$ cat config.mk
export PLATFORM = sky130hd
export DESIGN_NAME = mem_arbiter_flat
export DESIGN_NICKNAME = d
export VERILOG_FILES = /design/src/rtl/project_pkg.sv /design/src/rtl/mem_arbiter_if.sv /design/src/rtl/mem_arbiter_arb_sel.sv /design/src/rtl/mem_arbiter.sv /design/src/flat_wrapper.sv
export SDC_FILE = /design/constraint.sdc
export NUM_CORES = 1
export LEC_CHECK = 0
export CAP_MARGIN = 20
export CORE_ASPECT_RATIO = 2
export CORE_MARGIN = 8
export CORE_UTILIZATION = 34
export DETAILED_ROUTE_END_ITERATION = 7
export PLACE_DENSITY = 0.76
export REMOVE_ABC_BUFFERS = 1
export SYNTH_ARGS = -nofsm -noshare
export SYNTH_HDL_FRONTEND = slang
export SYNTH_SLANG_ARGS = --single-unit
$ cat constraint.sdc
create_clock -name clk -period 2 [get_ports clk]
set_clock_uncertainty 0.05 [all_clocks]
set_input_delay 0.4 -clock clk [delete_from_list [all_inputs] [get_ports clk]]
set_output_delay 0.4 -clock clk [all_outputs]
set_load 0.01 [all_outputs]
$ cat src/rtl/project_pkg.sv
// Shared types for the memory arbiter: data word, lock FSM states and the
// owner debug encodings.
package project_pkg;

    typedef logic [7:0] word;

    typedef logic [3:0] cnt_t;
    localparam cnt_t CNT_SAT = 4'hF;

    typedef enum logic [1:0] {ARB_UNLOCKED, ARB_LOCK0, ARB_LOCK1} e_arb_state;

    typedef enum logic [1:0] {
        ARB_NONE = 2'b00,
        ARB_P0   = 2'b01,
        ARB_P1   = 2'b10
    } e_arb_owner;

endpackage

$ cat src/rtl/mem_arbiter_if.sv
// Requester and memory side signals of the two-port memory arbiter.
// The arbiter takes the slave view; the CPU/DMA/memory environment takes the master view.
interface mem_arbiter_if;
    import project_pkg::*;

    logic       req0, we0, lock0;
    word        addr0, wdata0;
    logic       gnt0, rvalid0;
    word        rdata0;

    logic       req1, we1, lock1;
    word        addr1, wdata1;
    logic       gnt1, rvalid1;
    word        rdata1;

    logic       ram_wr_en;
    word        ram_addr, ram_wr_data, ram_rd_data;
    logic [1:0] owner;

    modport slave (
        input  req0, we0, lock0, addr0, wdata0,
        input  req1, we1, lock1, addr1, wdata1,
        input  ram_rd_data,
        output gnt0, rvalid0, rdata0,
        output gnt1, rvalid1, rdata1,
        output ram_wr_en, ram_addr, ram_wr_data, owner
    );

    modport master (
        output req0, we0, lock0, addr0, wdata0,
        output req1, we1, lock1, addr1, wdata1,
        output ram_rd_data,
        input  gnt0, rvalid0, rdata0,
        input  gnt1, rvalid1, rdata1,
        input  ram_wr_en, ram_addr, ram_wr_data, owner
    );

endinterface

$ cat src/rtl/mem_arbiter_arb_sel.sv
// Purely combinational grant selection: lock owner, then starvation guard,
// then fixed priority to port 0.
module arb_sel
    import project_pkg::*;
#(
    parameter int unsigned MAX_WAIT = 4,
    parameter int unsigned MAX_LOCK = 8
) (
    input  e_arb_state state_i,
    input  cnt_t       wait_cnt_i,
    input  cnt_t       lock_cnt_i,
    input  logic       req0_i,
    input  logic       req1_i,
    output logic       gnt0_o,
    output logic       gnt1_o
);

    localparam cnt_t MAX_WAIT_C = 4'(MAX_WAIT);
    localparam cnt_t MAX_LOCK_C = 4'(MAX_LOCK);

    logic lock_ok;

    always_comb begin
        // NOTE: every output gets a default first so no path leaves it unassigned (no latch).
        gnt0_o  = 1'b0;
        gnt1_o  = 1'b0;
        lock_ok = (lock_cnt_i < MAX_LOCK_C);

        if (state_i == ARB_LOCK0 && req0_i && lock_ok) begin
            gnt0_o = 1'b1;
        end else if (state_i == ARB_LOCK1 && req1_i && lock_ok) begin
            gnt1_o = 1'b1;
        end else if (wait_cnt_i >= MAX_WAIT_C && req1_i) begin
            gnt1_o = 1'b1;
        end else if (req0_i) begin
            gnt0_o = 1'b1;
        end else if (req1_i) begin
            gnt1_o = 1'b1;
        end
    end

endmodule

$ cat src/rtl/mem_arbiter.sv
// Two-requester arbiter for the single-port system memory: combinational
// same-cycle grant, bounded lock bursts, starvation guard for port 1.
module mem_arbiter
    import project_pkg::*;
#(
    parameter int unsigned MAX_WAIT = 4,
    parameter int unsigned MAX_LOCK = 8
) (
    input  logic          clk,
    input  logic          rst,
    mem_arbiter_if.slave  bus
);

    localparam cnt_t MAX_LOCK_C = 4'(MAX_LOCK);

    e_arb_state state_q, state_d;
    cnt_t       lock_cnt_q, lock_cnt_d;
    cnt_t       wait_cnt_q, wait_cnt_d;
    logic       rvalid0_q, rvalid0_d, rvalid1_q, rvalid1_d;
    word        rdata0_q, rdata0_d, rdata1_q, rdata1_d;
    logic       gnt0, gnt1;

    arb_sel #(
        .MAX_WAIT (MAX_WAIT),
        .MAX_LOCK (MAX_LOCK)
    ) u_arb_sel (
        .state_i    (state_q),
        .wait_cnt_i (wait_cnt_q),
        .lock_cnt_i (lock_cnt_q),
        .req0_i     (bus.req0),
        .req1_i     (bus.req1),
        .gnt0_o     (gnt0),
        .gnt1_o     (gnt1)
    );

    always_ff @(posedge clk) begin
        // NOTE: sequential state uses non-blocking assignments so every register samples pre-edge values.
        if (!rst) begin
            state_q    <= ARB_UNLOCKED;
            lock_cnt_q <= '0;
            wait_cnt_q <= '0;
            rvalid0_q  <= 1'b0;
            rvalid1_q  <= 1'b0;
            rdata0_q   <= '0;
            rdata1_q   <= '0;
        end else begin
            state_q    <= state_d;
            lock_cnt_q <= lock_cnt_d;
            wait_cnt_q <= wait_cnt_d;
            rvalid0_q  <= rvalid0_d;
            rvalid1_q  <= rvalid1_d;
            rdata0_q   <= rdata0_d;
            rdata1_q   <= rdata1_d;
        end
    end

    // A lock that reaches MAX_LOCK drops to UNLOCKED even if the same port wins again.
    always_comb begin
        state_d    = state_q;
        lock_cnt_d = lock_cnt_q;
        case (state_q)
            ARB_UNLOCKED: begin
                if (gnt0 && bus.lock0) begin
                    state_d    = ARB_LOCK0;
                    lock_cnt_d = 4'd1;
                end else if (gnt1 && bus.lock1) begin
                    state_d    = ARB_LOCK1;
                    lock_cnt_d = 4'd1;
                end
            end
            ARB_LOCK0: begin
                if (gnt0 && bus.lock0 && lock_cnt_q < MAX_LOCK_C) begin
                    lock_cnt_d = lock_cnt_q + 4'd1;
                end else begin
                    state_d    = ARB_UNLOCKED;
                    lock_cnt_d = '0;
                end
            end
            ARB_LOCK1: begin
                if (gnt1 && bus.lock1 && lock_cnt_q < MAX_LOCK_C) begin
                    lock_cnt_d = lock_cnt_q + 4'd1;
                end else begin
                    state_d    = ARB_UNLOCKED;
                    lock_cnt_d = '0;
                end
            end
            default: begin
                state_d    = ARB_UNLOCKED;
                lock_cnt_d = '0;
            end
        endcase

        wait_cnt_d = wait_cnt_q;
        if (gnt1 || !bus.req1) begin
            wait_cnt_d = '0;
        end else if (wait_cnt_q != CNT_SAT) begin
            wait_cnt_d = wait_cnt_q + 4'd1;
        end

        rvalid0_d = gnt0 && !bus.we0;
        rvalid1_d = gnt1 && !bus.we1;
        rdata0_d  = rvalid0_d ? bus.ram_rd_data : rdata0_q;
        rdata1_d  = rvalid1_d ? bus.ram_rd_data : rdata1_q;
    end

    // Port 0 drives the memory address/data when idle.
    always_comb begin
        bus.gnt0        = gnt0;
        bus.gnt1        = gnt1;
        bus.ram_addr    = gnt1 ? bus.addr1 : bus.addr0;
        bus.ram_wr_data = gnt1 ? bus.wdata1 : bus.wdata0;
        bus.ram_wr_en   = (gnt0 && bus.we0) || (gnt1 && bus.we1);
        if (gnt0) begin
            bus.owner = ARB_P0;
        end else if (gnt1) begin
            bus.owner = ARB_P1;
        end else begin
            bus.owner = ARB_NONE;
        end
        bus.rvalid0 = rvalid0_q;
        bus.rvalid1 = rvalid1_q;
        bus.rdata0  = rdata0_q;
        bus.rdata1  = rdata1_q;
    end

endmodule

$ cat src/flat_wrapper.sv
// flat-port wrapper written by rule: the top's interface ports become plain ports
module mem_arbiter_flat import project_pkg::*;
#(
    parameter int unsigned MAX_WAIT = 4,
    parameter int unsigned MAX_LOCK = 8
)
  (clk, rst, bus_req0, bus_we0, bus_lock0, bus_addr0, bus_wdata0, bus_req1, bus_we1, bus_lock1, bus_addr1, bus_wdata1, bus_ram_rd_data, bus_gnt0, bus_rvalid0, bus_rdata0, bus_gnt1, bus_rvalid1, bus_rdata1, bus_ram_wr_en, bus_ram_addr, bus_ram_wr_data, bus_owner);
  mem_arbiter_if bus_i ();
  input  logic clk;
  input  logic rst;
  input wire logic [$bits(bus_i.req0)-1:0] bus_req0;
  input wire logic [$bits(bus_i.we0)-1:0] bus_we0;
  input wire logic [$bits(bus_i.lock0)-1:0] bus_lock0;
  input wire logic [$bits(bus_i.addr0)-1:0] bus_addr0;
  input wire logic [$bits(bus_i.wdata0)-1:0] bus_wdata0;
  input wire logic [$bits(bus_i.req1)-1:0] bus_req1;
  input wire logic [$bits(bus_i.we1)-1:0] bus_we1;
  input wire logic [$bits(bus_i.lock1)-1:0] bus_lock1;
  input wire logic [$bits(bus_i.addr1)-1:0] bus_addr1;
  input wire logic [$bits(bus_i.wdata1)-1:0] bus_wdata1;
  input wire logic [$bits(bus_i.ram_rd_data)-1:0] bus_ram_rd_data;
  output wire logic [$bits(bus_i.gnt0)-1:0] bus_gnt0;
  output wire logic [$bits(bus_i.rvalid0)-1:0] bus_rvalid0;
  output wire logic [$bits(bus_i.rdata0)-1:0] bus_rdata0;
  output wire logic [$bits(bus_i.gnt1)-1:0] bus_gnt1;
  output wire logic [$bits(bus_i.rvalid1)-1:0] bus_rvalid1;
  output wire logic [$bits(bus_i.rdata1)-1:0] bus_rdata1;
  output wire logic [$bits(bus_i.ram_wr_en)-1:0] bus_ram_wr_en;
  output wire logic [$bits(bus_i.ram_addr)-1:0] bus_ram_addr;
  output wire logic [$bits(bus_i.ram_wr_data)-1:0] bus_ram_wr_data;
  output wire logic [$bits(bus_i.owner)-1:0] bus_owner;
  assign bus_i.req0 = bus_req0;
  assign bus_i.we0 = bus_we0;
  assign bus_i.lock0 = bus_lock0;
  assign bus_i.addr0 = bus_addr0;
  assign bus_i.wdata0 = bus_wdata0;
  assign bus_i.req1 = bus_req1;
  assign bus_i.we1 = bus_we1;
  assign bus_i.lock1 = bus_lock1;
  assign bus_i.addr1 = bus_addr1;
  assign bus_i.wdata1 = bus_wdata1;
  assign bus_i.ram_rd_data = bus_ram_rd_data;
  assign bus_gnt0 = bus_i.gnt0;
  assign bus_rvalid0 = bus_i.rvalid0;
  assign bus_rdata0 = bus_i.rdata0;
  assign bus_gnt1 = bus_i.gnt1;
  assign bus_rvalid1 = bus_i.rvalid1;
  assign bus_rdata1 = bus_i.rdata1;
  assign bus_ram_wr_en = bus_i.ram_wr_en;
  assign bus_ram_addr = bus_i.ram_addr;
  assign bus_ram_wr_data = bus_i.ram_wr_data;
  assign bus_owner = bus_i.owner;
  mem_arbiter #(.MAX_WAIT(MAX_WAIT), .MAX_LOCK(MAX_LOCK)) u_core (.clk(clk), .rst(rst), .bus(bus_i));
endmodule
**Word-level counts from Yosys, hierarchy flattened**

Index checks and enable logic that the tools add are counted.

- Add/sub/neg operators: 2
- Order comparisons: 2
- Equal/unequal tests: 6
- Muxes and demuxes: 23
- Bitwise operators: 1
- Reduce and logical (&&, ||, !) cells: 21

Operator list:

| operator | number |
|---|---|
| $mux W4 | 4 |
| $mux W8 | 2 |
| $logic_and A1 B1 Y1 | 13 |
| $mux W2 | 6 |
| $pmux W4 S3 | 1 |
| $mux W1 | 9 |
| $add A4 B1 Y4 const B | 2 |
| $pmux W2 S3 | 1 |
| $ge A4 B3 Y1 const B | 1 |
| $lt A4 B4 Y1 const B | 1 |
| $ne A2 B2 Y1 const B | 2 |
| $ne A4 B4 Y1 const B | 1 |
| $logic_not A1 Y1 | 3 |
| $ne A3 B1 Y1 const B | 1 |
| $reduce_and A3 Y1 | 1 |
| $eq A2 B1 Y1 const B | 1 |
| $eq A2 B2 Y1 const B | 1 |
| $logic_not A2 Y1 | 1 |
| $logic_or A1 B1 Y1 | 2 |
| $reduce_or A2 Y1 | 1 |
| $not A1 Y1 | 1 |

- Register bits after elaboration: 28
- Input bits: 48
- Output and inout bits: 39
- Word-level logic and storage cells: 62

**Depth between registers and ports, before layout**

Gate-level depths: netlist of run 1.

- Depth in word-level cells: 9
- Mapped depth: 7
- Gate-level depth less buffers: 4

**Hierarchy**

From an unflattened synthesis of run 1, not the netlist that was laid out.

- Cell total of the unflattened synthesis: 162
- Area total of the unflattened synthesis: 1427.6 µm²

By module, submodules not included:

| module | instances | cells an instance | area each (µm²) | seq. area each (µm²) |
|---|---|---|---|---|
| mem_arbiter | 1 | 155 | 1377.6 | 560.5 |
| arb_sel | 1 | 7 | 50.0 | 0.0 |

**Least setup slack after synthesis of run 1**

Ideal clock, no wire load.

- Path type: reg2out
- Start point: reg u_core.wait_cnt_q[3]
- End point: out bus_ram_addr[1]
- Data arrival time: 1672 ps
- Data required time: 1550 ps
- Path slack: -122 ps
- Cell stages (with the launch flop): 7
- Path buffers: 2
- Cell sequence: dfxtp_1 nor2_2 or2_1 buf_6 a31oi_4 buf_12 mux2_4

- Word-level cells in the longest chain between the ends: 6

Ends and longest elaborated chain:

| what | RTL line | RTL |
|---|---|---|
| start: declaration | mem_arbiter.sv:18 | `cnt_t wait_cnt_q, wait_cnt_d;` |
| start signal: assignment | mem_arbiter.sv:49 | `wait_cnt_q <= wait_cnt_d;` |
| $ge A4 B3 Y1 | mem_arbiter_arb_sel.sv:33 | `end else if (wait_cnt_i >= MAX_WAIT_C && req1_i) begin` |
| $logic_and A1 B1 Y1 | mem_arbiter_arb_sel.sv:33 |  |
| $mux W1 | mem_arbiter_arb_sel.sv:33 |  |
| $mux W1 | mem_arbiter_arb_sel.sv:31 | `end else if (state_i == ARB_LOCK1 && req1_i && lock_ok) begin` |
| $mux W1 | mem_arbiter_arb_sel.sv:29 | `if (state_i == ARB_LOCK0 && req0_i && lock_ok) begin` |
| named net bus_gnt1 | flat_wrapper.sv:25 | `output wire logic [$bits(bus_i.gnt1)-1:0] bus_gnt1;` |
| $mux W8 | mem_arbiter.sv:110 | `bus.ram_addr = gnt1 ? bus.addr1 : bus.addr0;` |
| end: declaration | flat_wrapper.sv:29 | `output wire logic [$bits(bus_i.ram_addr)-1:0] bus_ram_addr;` |

The timed path passes the listed nets, and every way through them passes these cells.

**Final worst setup path of run 1**

- Start point: reg u_core.wait_cnt_q[3]
- End point: out bus_ram_addr[3]

- Word-level cells in the longest chain between the ends: 6

Ends and longest elaborated chain:

| what | RTL line |
|---|---|
| $ge A4 B3 Y1 | mem_arbiter_arb_sel.sv:33 |
| $logic_and A1 B1 Y1 | mem_arbiter_arb_sel.sv:33 |
| $mux W1 | mem_arbiter_arb_sel.sv:33 |
| $mux W1 | mem_arbiter_arb_sel.sv:31 |
| $mux W1 | mem_arbiter_arb_sel.sv:29 |
| $mux W8 | mem_arbiter.sv:110 |

No other way between the ends.

==> results of run 1 <==
-- cell usage in the layout (no fill, tap or decap), types with 2 or more instances in the layout --
master	count
a21o_1	2
nor2_2	2
and3_1	2
a31oi_1	3
a311oi_2	3
nor2_1	7
inv_1	4
nand2_1	26
dfxtp_2	3
and2_1	2
nand3_1	2
dfxtp_1	24
dlymetal6s2s_1	2
buf_4	28
ha_1	2
buf_6	26
o32ai_1	2
clkbuf_8	3
mux2i_1	17
a211oi_1	5
nand4b_1	2
mux2_4	16
nand4_1	2
clkdlybuf4s50_1	63
nor3_1	2
-- worst min path at each step --
stage               slack, ns  cells after the start                   end            startpoint
global placement         0.39                      2  u_core.bus.rdata1[0]  u_core.bus.rdata1[0]
CTS                      0.41                      2  u_core.bus.rdata1[1]  u_core.bus.rdata1[1]
global route             0.43                      2  u_core.bus.rdata1[1]  u_core.bus.rdata1[1]
finish                   0.41                      2  u_core.bus.rdata1[1]  u_core.bus.rdata1[1]
detailed placement       0.40                      2  u_core.bus.rdata1[3]  u_core.bus.rdata1[3]
floorplan                0.40                      1  u_core.lock_cnt_q[2]  u_core.lock_cnt_q[2]
-- worst max-delay path, stage by stage (launching register included) --
cell and delay, ns:
dfxtp_2 0.34, buf_6 0.12, o31ai_4 0.30, a31oi_4 0.14, buf_6 0.15, buf_16 0.14, mux2_4 0.30, buf_6 0.12
-- layer usage --
layer | GRT usage [%] | routed length (um) | part of all wire [%] | vias up
met4 | 5.70 | 106 | 1.9 | 0
met5 | 0 | 0 | 0 | -
met1 | 14.5 | 1990 | 36 | 742
met3 | 1.52 | 119 | 2.2 | 6
met2 | 31.2 | 3290 | 60 | 36
li1 | - | - | - | 787
-- cell families (layout without fill, tap and decap cells) --
kind of cell,after synthesis,after routing,share of synthesized area [%]
and+or+nand+nor,53,53,16.3
buffers and inverters,14,129,5.65
xor gates and xnor gates,1,1,0.573
adders and majority gates,2,2,1.64
DFF,28,28,36.7
AOI/OAI and AO/OA,25,25,14.3
muxes,33,33,24.9
-- registers in the layout, summed over array words and instances, names as in the netlist --
register and cells:
u_core.bus.rdata1 8, u_core.bus.rvalid0 1, u_core.lock_cnt_q 4, u_core.bus.rvalid1 1, u_core.bus.rdata0 8, u_core.wait_cnt_q 4, u_core.state_q 2
-- layout make-up --
type | count | area (um^2)
clock buffer | 3 | 41.3
clock inverter | 1 | 30.0
timing repair buffer | 121 | 1190
inverter | 4 | 15.0
fill | 341 | 1460
tap | 54 | 67.6
multi-input combinational | 114 | 962
sequential | 28 | 568
-- timing repair --
| item | CTS | global route |
|---|---|---|
| endpoints found under the hold margin | 0 | 0 |
| buffers inserted | 4 | 4 |
| pin swaps | 3 | 4 |
| hold buffers | 0 | 0 |
| gates resized for setup | 124 | 19 |
| gates cloned | 1 | 0 |
| setup endpoints to repair | 21 | 21 |
-- where the power goes --
| part | switching, mW | internal, mW | total (mW) |
|---|---|---|---|
| Combinational | 0.153 | 0.274 | 0.427 |
| Sequential | 0.0130 | 0.577 | 0.590 |
| Clock | 0.172 | 0.268 | 0.440 |
==> out/qor.txt, run 1 <==
Drt via density -> 4.83
Post-synth EDFFs -> 0
Core area -> 4340 um^2
Die height -> 111 um
Origin of the worst setup path -> u_core.wait_cnt_q[3]
Number of buffers inserted by port buffering -> 86
Sum Neg Setup Slack -> -4.94 ns
CTS root buf -> clkbuf_8
Static Leak -> 1.24 nW
Post-route DRC -> 0
Power Dens Cells -> 506 nW/um^2
Tcrit/Tclk final -> 116%
Sink Count -> 28
CP Capture Type -> output port
Number of I/O pins -> 87
Top cell type's share of synthesized area -> 36.7%
Total power -> 1.46 mW
RR Endpoint -> u_core.bus.rdata1[5]
Outcome -> complete, but fails checks
Starting Density -> 35.2%
First-pass GRT wire length -> 8.71 mm
Die W -> 63.4 um
Top-count cell post-synth -> dfxtp_1
Register bit total from synthesis -> 28
Average size of a mapped cell -> 9.80 um^2
Detailed Place HPWL -> 4.33 mm
CTS tree -> yes
Largest net degree at the start of global routing -> 28
Cell Area, Placed -> 2620 um^2
Placed cells -> 314
Yosys warning total -> 0
Final GP Congestion -> 0.884
Worst min path class -> register to register
CP max FO -> 8
Post-route minimum period -> 2.32 ns
Final hold vios -> 0
Routed vias -> 1,571
Maximum vdd ir drop -> 0.000552 V
Total Routing Usage GR -> 15.3%
Max H-tree Level -> 1
Synth cell count leaders -> 28 x dfxtp_1, 26 x nand2_1, 17 x mux2i_1
WL final -> 5.51 mm
Nets@finish -> 322
Setup crit end -> bus_ram_addr[3]
Worst setup SP type -> register
CTS buffer count -> 3
Later-pin clock latency in the skew report -> 0.27 ns
Starting DRT DRC Count -> 32
Slew @ Worst Pin -> 0.261 ns
Post-layout instance area -> 2880 um^2
Number of global-route vias before repair -> 1,693
RSZ-0062 raised after global routing -> true
Die area -> 7030 um^2
Register clock-pin slew on the reported worst setup and hold paths -> 0.10 ns
Hold Slack -> 0.412 ns
Finished Layout Cells -> 325
Area growth, synth to finish -> 88.1%
Failing checks -> setup timing
Global route overflow -> 0
Post-Syn Area -> 1530 um^2
Pre-CTS setup slack -> -0.696 ns
Layout Utilization -> 66.3%
Ys async rst share -> 0%
Worst r2r src -> u_core.state_q[0]
Layout cells sized above 1 -> 33.9%
Setup slack, reg-to-reg -> 0.32 ns
CP Data Required Time -> 1.55 ns
Synth unique cells -> 41
Synth area leader -> dfxtp_1
Max-cap violations -> 0
Clock tree buffer depth -> 2
Predominant post-synthesis flop cell -> dfxtp_1
Max_slew headroom -> 82.6%
Antenna viol nets, final -> 0
Worst r2r path cells -> 6
CP arrival -> 1.87 ns
Cells after Synth -> 156
Ranking of synthesized cells by area -> dfxtp_1 37%, mux2i_1 11%, mux2_4 7.9%, nand2_1 6.4%, mux2_2 5.9%
Max Clk Rate -> 430 MHz
Routed WL per cell -> 16.9 um
Register area share after synthesis -> 36.7%
Setup slack after layout -> -0.324 ns
Initial antenna violation count -> 0
Count of final max-slew check failures -> 0
Diode count -> 0
CP Class -> register to output port
Row count -> 34
DR pass1 iterations -> 4
Setup violations, final -> 20
Power figures use the tool's default switching activity.
==> run 2: changes to the inputs <==
==> constraint.sdc (replaced) <==
create_clock -name clk -period 2 [get_ports clk]
set_clock_uncertainty 0.05 [all_clocks]
set_input_delay 0.3 -clock clk [delete_from_list [all_inputs] [get_ports clk]]
set_output_delay 0.3 -clock clk [all_outputs]
set_load 0.01 [all_outputs]
==> run 2 against run 1 <==
  * The run still ends with setup timing left
  * Via count rose by 1.3%
  * Non-clock buffer count did not move
  * Sequential share of layout area about the same
  * Die area unchanged
  * Final cell count stayed put
  * Combinational power hardly changed
  * Critical endpoint is now bus_ram_addr[6]
  * Largest cell class unchanged
  * Largest power group unchanged
==> out/qor.txt, run 2 (synthesis gave the netlist of run 1 again) <==
Die W -> 63.4 um (unchanged)
Multi-input gate area -> 973 um^2 (+1.2%)
Die area -> 7030 um^2 (unchanged)
Setup slack, reg-to-reg -> 0.27 ns (-0.05 ns)
Post-route DRC -> 0 (unchanged)
Final hold vios -> 0 (unchanged)
Max H-tree Level -> 1 (unchanged)
Leading cell types in the layout, fill and taps excluded -> 65 x clkdlybuf4s50_1, 28 x buf_4, 26 x nand2_1
Number of global-route vias before repair -> 1,717 (+1.4%)
CP max FO -> 8 (unchanged)
Antenna viol nets, final -> 0 (unchanged)
Outcome -> complete, but fails checks
Max-cap violations -> 0 (unchanged)
Routed vias -> 1,592 (+1.3%)
Core area -> 4340 um^2 (unchanged)
Pre-CTS setup slack -> -0.466 ns (+0.230 ns)
Worst min path class -> register to register
Fillcell total -> 346 (+1.5%)
Sequential cell area -> 566 um^2 (-0.44%)
CTS root buf -> clkbuf_8
Layout Utilization -> 66.0% (-0.23 points)
Most common cell after layout, fill and taps aside -> clkdlybuf4s50_1
Max Clk Rate -> 441 MHz (+2.5%)
WL final -> 5.74 mm (+4.2%)
Final GP Congestion -> 0.910 (+3.0%)
Register clock-pin slew on the reported worst setup and hold paths -> 0.10 ns (about the same)
Slew @ Worst Pin -> 0.258 ns (-0.00295 ns)
Number of buffers inserted by port buffering -> 86 (unchanged)
Later-pin clock latency in the skew report -> 0.28 ns (about the same)
Die height -> 111 um (unchanged)
Diode count -> 0 (unchanged)
Sink Count -> 28 (unchanged)
Routed WL per cell -> 17.7 um (+4.2%)
Setup slack after layout -> -0.267 ns (+0.0567 ns)
Most frequent CP cell -> buf_6
Crit path cell chain -> buf_6, nor2_2, or2_4, a31oi_4, buf_6, buf_12, mux2_4, buf_6
Post-route minimum period -> 2.27 ns (-0.0567 ns)
Maximum vdd ir drop -> 0.000564 V (+2.2%)
CTS tree -> yes
CP max-delay cell -> dfxtp_2
Row count -> 34 (unchanged)
CP Capture Type -> output port
CP Data Required Time -> 1.65 ns (+0.10 ns)
CTS hold repair buffers -> 0 (unchanged)
Tcrit/Tclk final -> 113% (-2.8 points)
First-pass GRT wire length -> 9.23 mm (+5.9%)
Setup violations, final -> 19 (-5.0%)
Initial antenna violation count -> 0 (unchanged)
CTS buffer count -> 3 (unchanged)
Starting Density -> 35.2% (unchanged)
DR pass1 iterations -> 4 (unchanged)
Global route overflow -> 0 (unchanged)
Starting DRT DRC Count -> 41 (+28%)
Power Dens Cells -> 509 nW/um^2 (+0.62%)
Total Routing Usage GR -> 16.1% (+0.82 points)
Count of final max-slew check failures -> 0 (unchanged)
Worst setup SP type -> register
Largest net degree at the start of global routing -> 28 (unchanged)
CP arrival -> 1.92 ns (+0.05 ns)
Drt via density -> 4.90 (+1.3%)
Detailed Place HPWL -> 4.31 mm (-0.60%)
RSZ-0062 raised after global routing -> true
Layout cells sized above 1 -> 34.3% (+0.37 points)
CP Class -> register to output port
Max_slew headroom -> 82.7% (about the same)
Worst path max stage delay -> 0.37 ns (+0.03 ns)
Number of I/O pins -> 87 (unchanged)
Area growth, synth to finish -> 87.4%
Nets@finish -> 322 (unchanged)
Clock tree buffer depth -> 2 (unchanged)
Failing checks -> setup timing
Static Leak -> 1.22 nW (-1.5%)
==> run 2: changes by cell type in the layout (fill, tap and decap cells not counted), sizes merged <==
cell	before	now
clkdlybuf4s50	63	65
dlymetal6s2s	2	0
clkbuf	3	4
buf	56	55
==> run 2: per-stage QoR <==
| stage | setup TNS, ns | std cells | total power [mW] | hold slack, ns | cell area, um^2 |
|---|---|---|---|---|---|
| 2_1_floorplan | -6.74 | 146 | 0.737 | 0.348 | 1460 |
| 3_3_place_gp | -7.81 | 311 | 0.985 | 0.392 | 2600 |
| 3_5_place_dp | -8.51 | 311 | 0.990 | 0.399 | 2600 |
| 4_1_cts | -4.00 | 325 | 1.47 | 0.412 | 2860 |
| 5_1_grt | -4.79 | 325 | 1.52 | 0.434 | 2870 |
| 6_report | -3.78 | 325 | 1.46 | 0.411 | 2870 |
==> run 2: path summary, 6_finish.rpt <==
check                           cells past startpoint            startpoint              endpoint
worst min-delay path                                2  u_core.bus.rdata1[0]  u_core.bus.rdata1[0]
worst min register to register                      2  u_core.bus.rdata1[0]  u_core.bus.rdata1[0]
worst max-delay path                                8  u_core.wait_cnt_q[2]       bus_ram_addr[6]
worst max register to register                      8  u_core.wait_cnt_q[2]  u_core.bus.rdata0[6]
==> run 2: metal layers <==
layer / up-vias / track usage [%] / wire length (um)
met4: 0 / 5.55 / 131
li1: 790 / - / -
met5: - / 0 / 0
met3: 10 / 1.52 / 148
met2: 46 / 32.5 / 3370
met1: 746 / 15.8 / 2090
==> run 2: layout make-up <==
class / count / share of cell area [%]
Clock inverter: 1 / 1.05
Multi-Input combinational cell: 114 / 34.0
Sequential cell: 28 / 19.7
Tap cell: 54 / 2.36
Inverter: 4 / 0.524
Clock buffer: 3 / 1.44
Timing Repair Buffer: 121 / 40.9
==> run 2: where the power goes <==
group	internal [mW]	total [mW]	switching, mW
registers	0.578	0.590	0.0125
clock network	0.268	0.445	0.177
logic	0.269	0.424	0.155
total	1.11	1.46	0.345
==> run 2: worst max-delay path: cells and delay by family (launching register included) <==
family / cells / cell delay [ns]
buffers and inverters: 4 / 0.49
DFF: 1 / 0.37
muxes: 1 / 0.31
and+or+nand+nor: 2 / 0.28
AOI/OAI and AO/OA: 1 / 0.19
==> run 2: timing repair <==
item / 4_1_cts / 5_1_grt
setup endpoints to repair: 21 / 21
pin swaps: 5 / 3
gates cloned: 1 / 0
resized for setup: 131 / 8
buffers inserted: 10 / 1
==> run 3: changes to the inputs <==
Settings changed: CORE_UTILIZATION 34 to 30, PLACE_DENSITY 0.76 to 0.68.
==> run 3 against run 2 <==
  * Register-to-register slack improved by 0.07 ns
  * Global-route usage decreased by 3.3 points
  * Highest routed layer unchanged
  * The flow still finishes with violations (setup timing)
  * Count of clock-buffer cells in the layout unchanged
  * Wire length decreased by 12%
  * Critical path type unchanged
  * Final cell count decreased by 0.62%
  * Critical path depth decreased by 2
  * Power decreased by 0.79%
==> out/qor.txt, run 3 (synthesis gave the netlist of run 1 again) <==
Worst Hold Depth -> 2 (unchanged)
Diode count -> 0 (unchanged)
Routed WL per cell -> 15.7 um (-11%)
Setup slack after layout -> -0.218 ns (+0.0490 ns)
Starting DRT DRC Count -> 38 (-7.3%)
Number of global-route vias before repair -> 1,658 (-3.4%)
Worst min path class -> register to register
Post-route minimum period -> 2.22 ns (-0.0490 ns)
RSZ-0062 raised after global routing -> true
Max_slew headroom -> 80.2% (-2.5 points)
Register clock-pin slew on the reported worst setup and hold paths -> 0.09 ns (about the same)
Nets@finish -> 316 (-1.9%)
Routed vias -> 1,599 (+0.44%)
Drt via density -> 4.95 (+1.1%)
CTS buffer count -> 3 (unchanged)
Final hold vios -> 0 (unchanged)
Area growth, synth to finish -> 83.6%
Outcome -> complete, but fails checks
Sum Neg Setup Slack -> -3.59 ns (+0.197 ns)
Fillcell total -> 461 (+33%)
Static Leak -> 1.19 nW (-2.4%)
CTS tree -> yes
Setup violations, final -> 18 (-1)
RR Endpoint -> u_core.bus.rdata1[6]
Hold Crit Start -> u_core.bus.rdata0[2]
Power Dens Cells -> 516 nW/um^2 (+1.3%)
Clock tree buffer depth -> 2 (unchanged)
Finished Layout Cells -> 323 (-0.62%)
Post-route DRC -> 0 (unchanged)
Number of buffers inserted by port buffering -> 86 (unchanged)
Worst r2r path cells -> 6 (-2)
Starting Density -> 30.3% (-4.9 points)
Slew @ Worst Pin -> 0.297 ns (+0.0398 ns)
Setup slack, reg-to-reg -> 0.34 ns (+0.07 ns)
Initial antenna violation count -> 0 (unchanged)
Later-pin clock latency in the skew report -> 0.28 ns (about the same)
Most common cell after layout, fill and taps aside -> clkdlybuf4s50_1
Worst setup SP type -> register
Detailed Place HPWL -> 4.04 mm (-6.2%)
Sink Count -> 28 (unchanged)
Total Routing Usage GR -> 12.8% (-3.3 points)
Hold Slack -> 0.409 ns (-0.00200 ns)
Worst Hold Path EP -> u_core.bus.rdata0[2]
Failing checks -> setup timing
CTS root buf -> clkbuf_8
Die height -> 117 um (+5.5%)
CP Capture Type -> output port
Count of final max-slew check failures -> 0 (unchanged)
CP Class -> register to output port
First-pass GRT wire length -> 7.86 mm (-15%)
Maximum vdd ir drop -> 0.000504 V (-11%)
CP max FO -> 7 (-1)
Max Clk Rate -> 451 MHz (+2.2%)
Layout cells sized above 1 -> 32.1% (-2.2 points)
Placed cells -> 316 (+1.6%)
Leading cell types in the layout, fill and taps excluded -> 64 x clkdlybuf4s50_1, 26 x nand2_1, 25 x buf_4
CP arrival -> 1.87 ns (-0.05 ns)
Max H-tree Level -> 1 (unchanged)
Multi-input gate area -> 958 um^2 (-1.5%)
WL final -> 5.07 mm (-12%)
Worst r2r src -> u_core.state_q[0]
CP Data Required Time -> 1.65 ns (about the same)
Core area -> 5050 um^2 (+16%)
Die area -> 7780 um^2 (+11%)
Number of I/O pins -> 87 (unchanged)
Sequential cell area -> 566 um^2 (unchanged)
Max-cap violations -> 0 (unchanged)
Tcrit/Tclk final -> 111% (-2.4 points)
Final GP Congestion -> 0.860 (-5.6%)
Row count -> 37 (+8.8%)
Antenna viol nets, final -> 0 (unchanged)
Die W -> 66.5 um (+4.8%)
Global route overflow -> 0 (unchanged)
Pre-CTS setup slack -> -0.428 ns (+0.0381 ns)
DR pass1 iterations -> 4 (unchanged)
Largest net degree at the start of global routing -> 28 (unchanged)
run 3: area by class of cell:
cell class              instances  share of cell area [%]
clock inverters                 1                    1.07
flip-flops and latches         28                    20.2
well taps                      58                    2.59
inverters                       4                   0.535
multi-input cells             114                    34.2
clock buffers                   3                    1.47
repair buffers                115                    40.0
run 3: per-layer routing:
metal	up-vias	global-route usage (%)	part of all wire, %
met5	-	0	0
met4	0	4.73	1.1
met3	5	6.48	15
met2	85	20.1	44
met1	729	14.4	40
li1	780	-	-
run 3: through the flow:
step	util (%)	instance area, um^2	total power [mW]
after CTS	55.3	2790	1.46
final	55.6	2810	1.45
after global routing	55.6	2810	1.52
after floorplan	-	1460	0.737
after global placement	51.7	2610	0.978
after detailed placement	51.7	2610	0.985
run 3: worst max-delay path, stage by stage (launching register included):
cell,delay (ns)
dfxtp_2,0.34
nor2b_4,0.12
or2_4,0.26
a31oi_4,0.27
buf_12,0.18
mux2_4,0.31
buf_6,0.12
run 3: power breakdown:
| part | internal, mW | total [mW] | switching (mW) |
|---|---|---|---|
| sequential | 0.578 | 0.591 | 0.0132 |
| combinational | 0.260 | 0.405 | 0.145 |
| clock | 0.269 | 0.452 | 0.184 |
run 3: how the worst max path moves through the flow:
stage,endpoint,from,depth (start not counted),slack [ns]
after detailed placement,bus_ram_wr_en,bus_req1,6,-0.43
after CTS,bus_ram_addr[1],u_core.state_q[0],6,-0.23
final,bus_ram_addr[2],u_core.state_q[0],6,-0.22
after floorplan,u_core.bus.rdata1[0],u_core.wait_cnt_q[2],4,-0.34
after global routing,bus_ram_wr_data[0],u_core.state_q[0],6,-0.28
after global placement,bus_ram_wr_en,bus_req1,6,-0.41
run 3: timing repair:
action	4_1_cts	5_1_grt
setup buffers	2	0
resized for setup	111	5
cloned	1	0
hold buffers	0	0
pin swaps	4	1
setup endpoints to repair	21	21
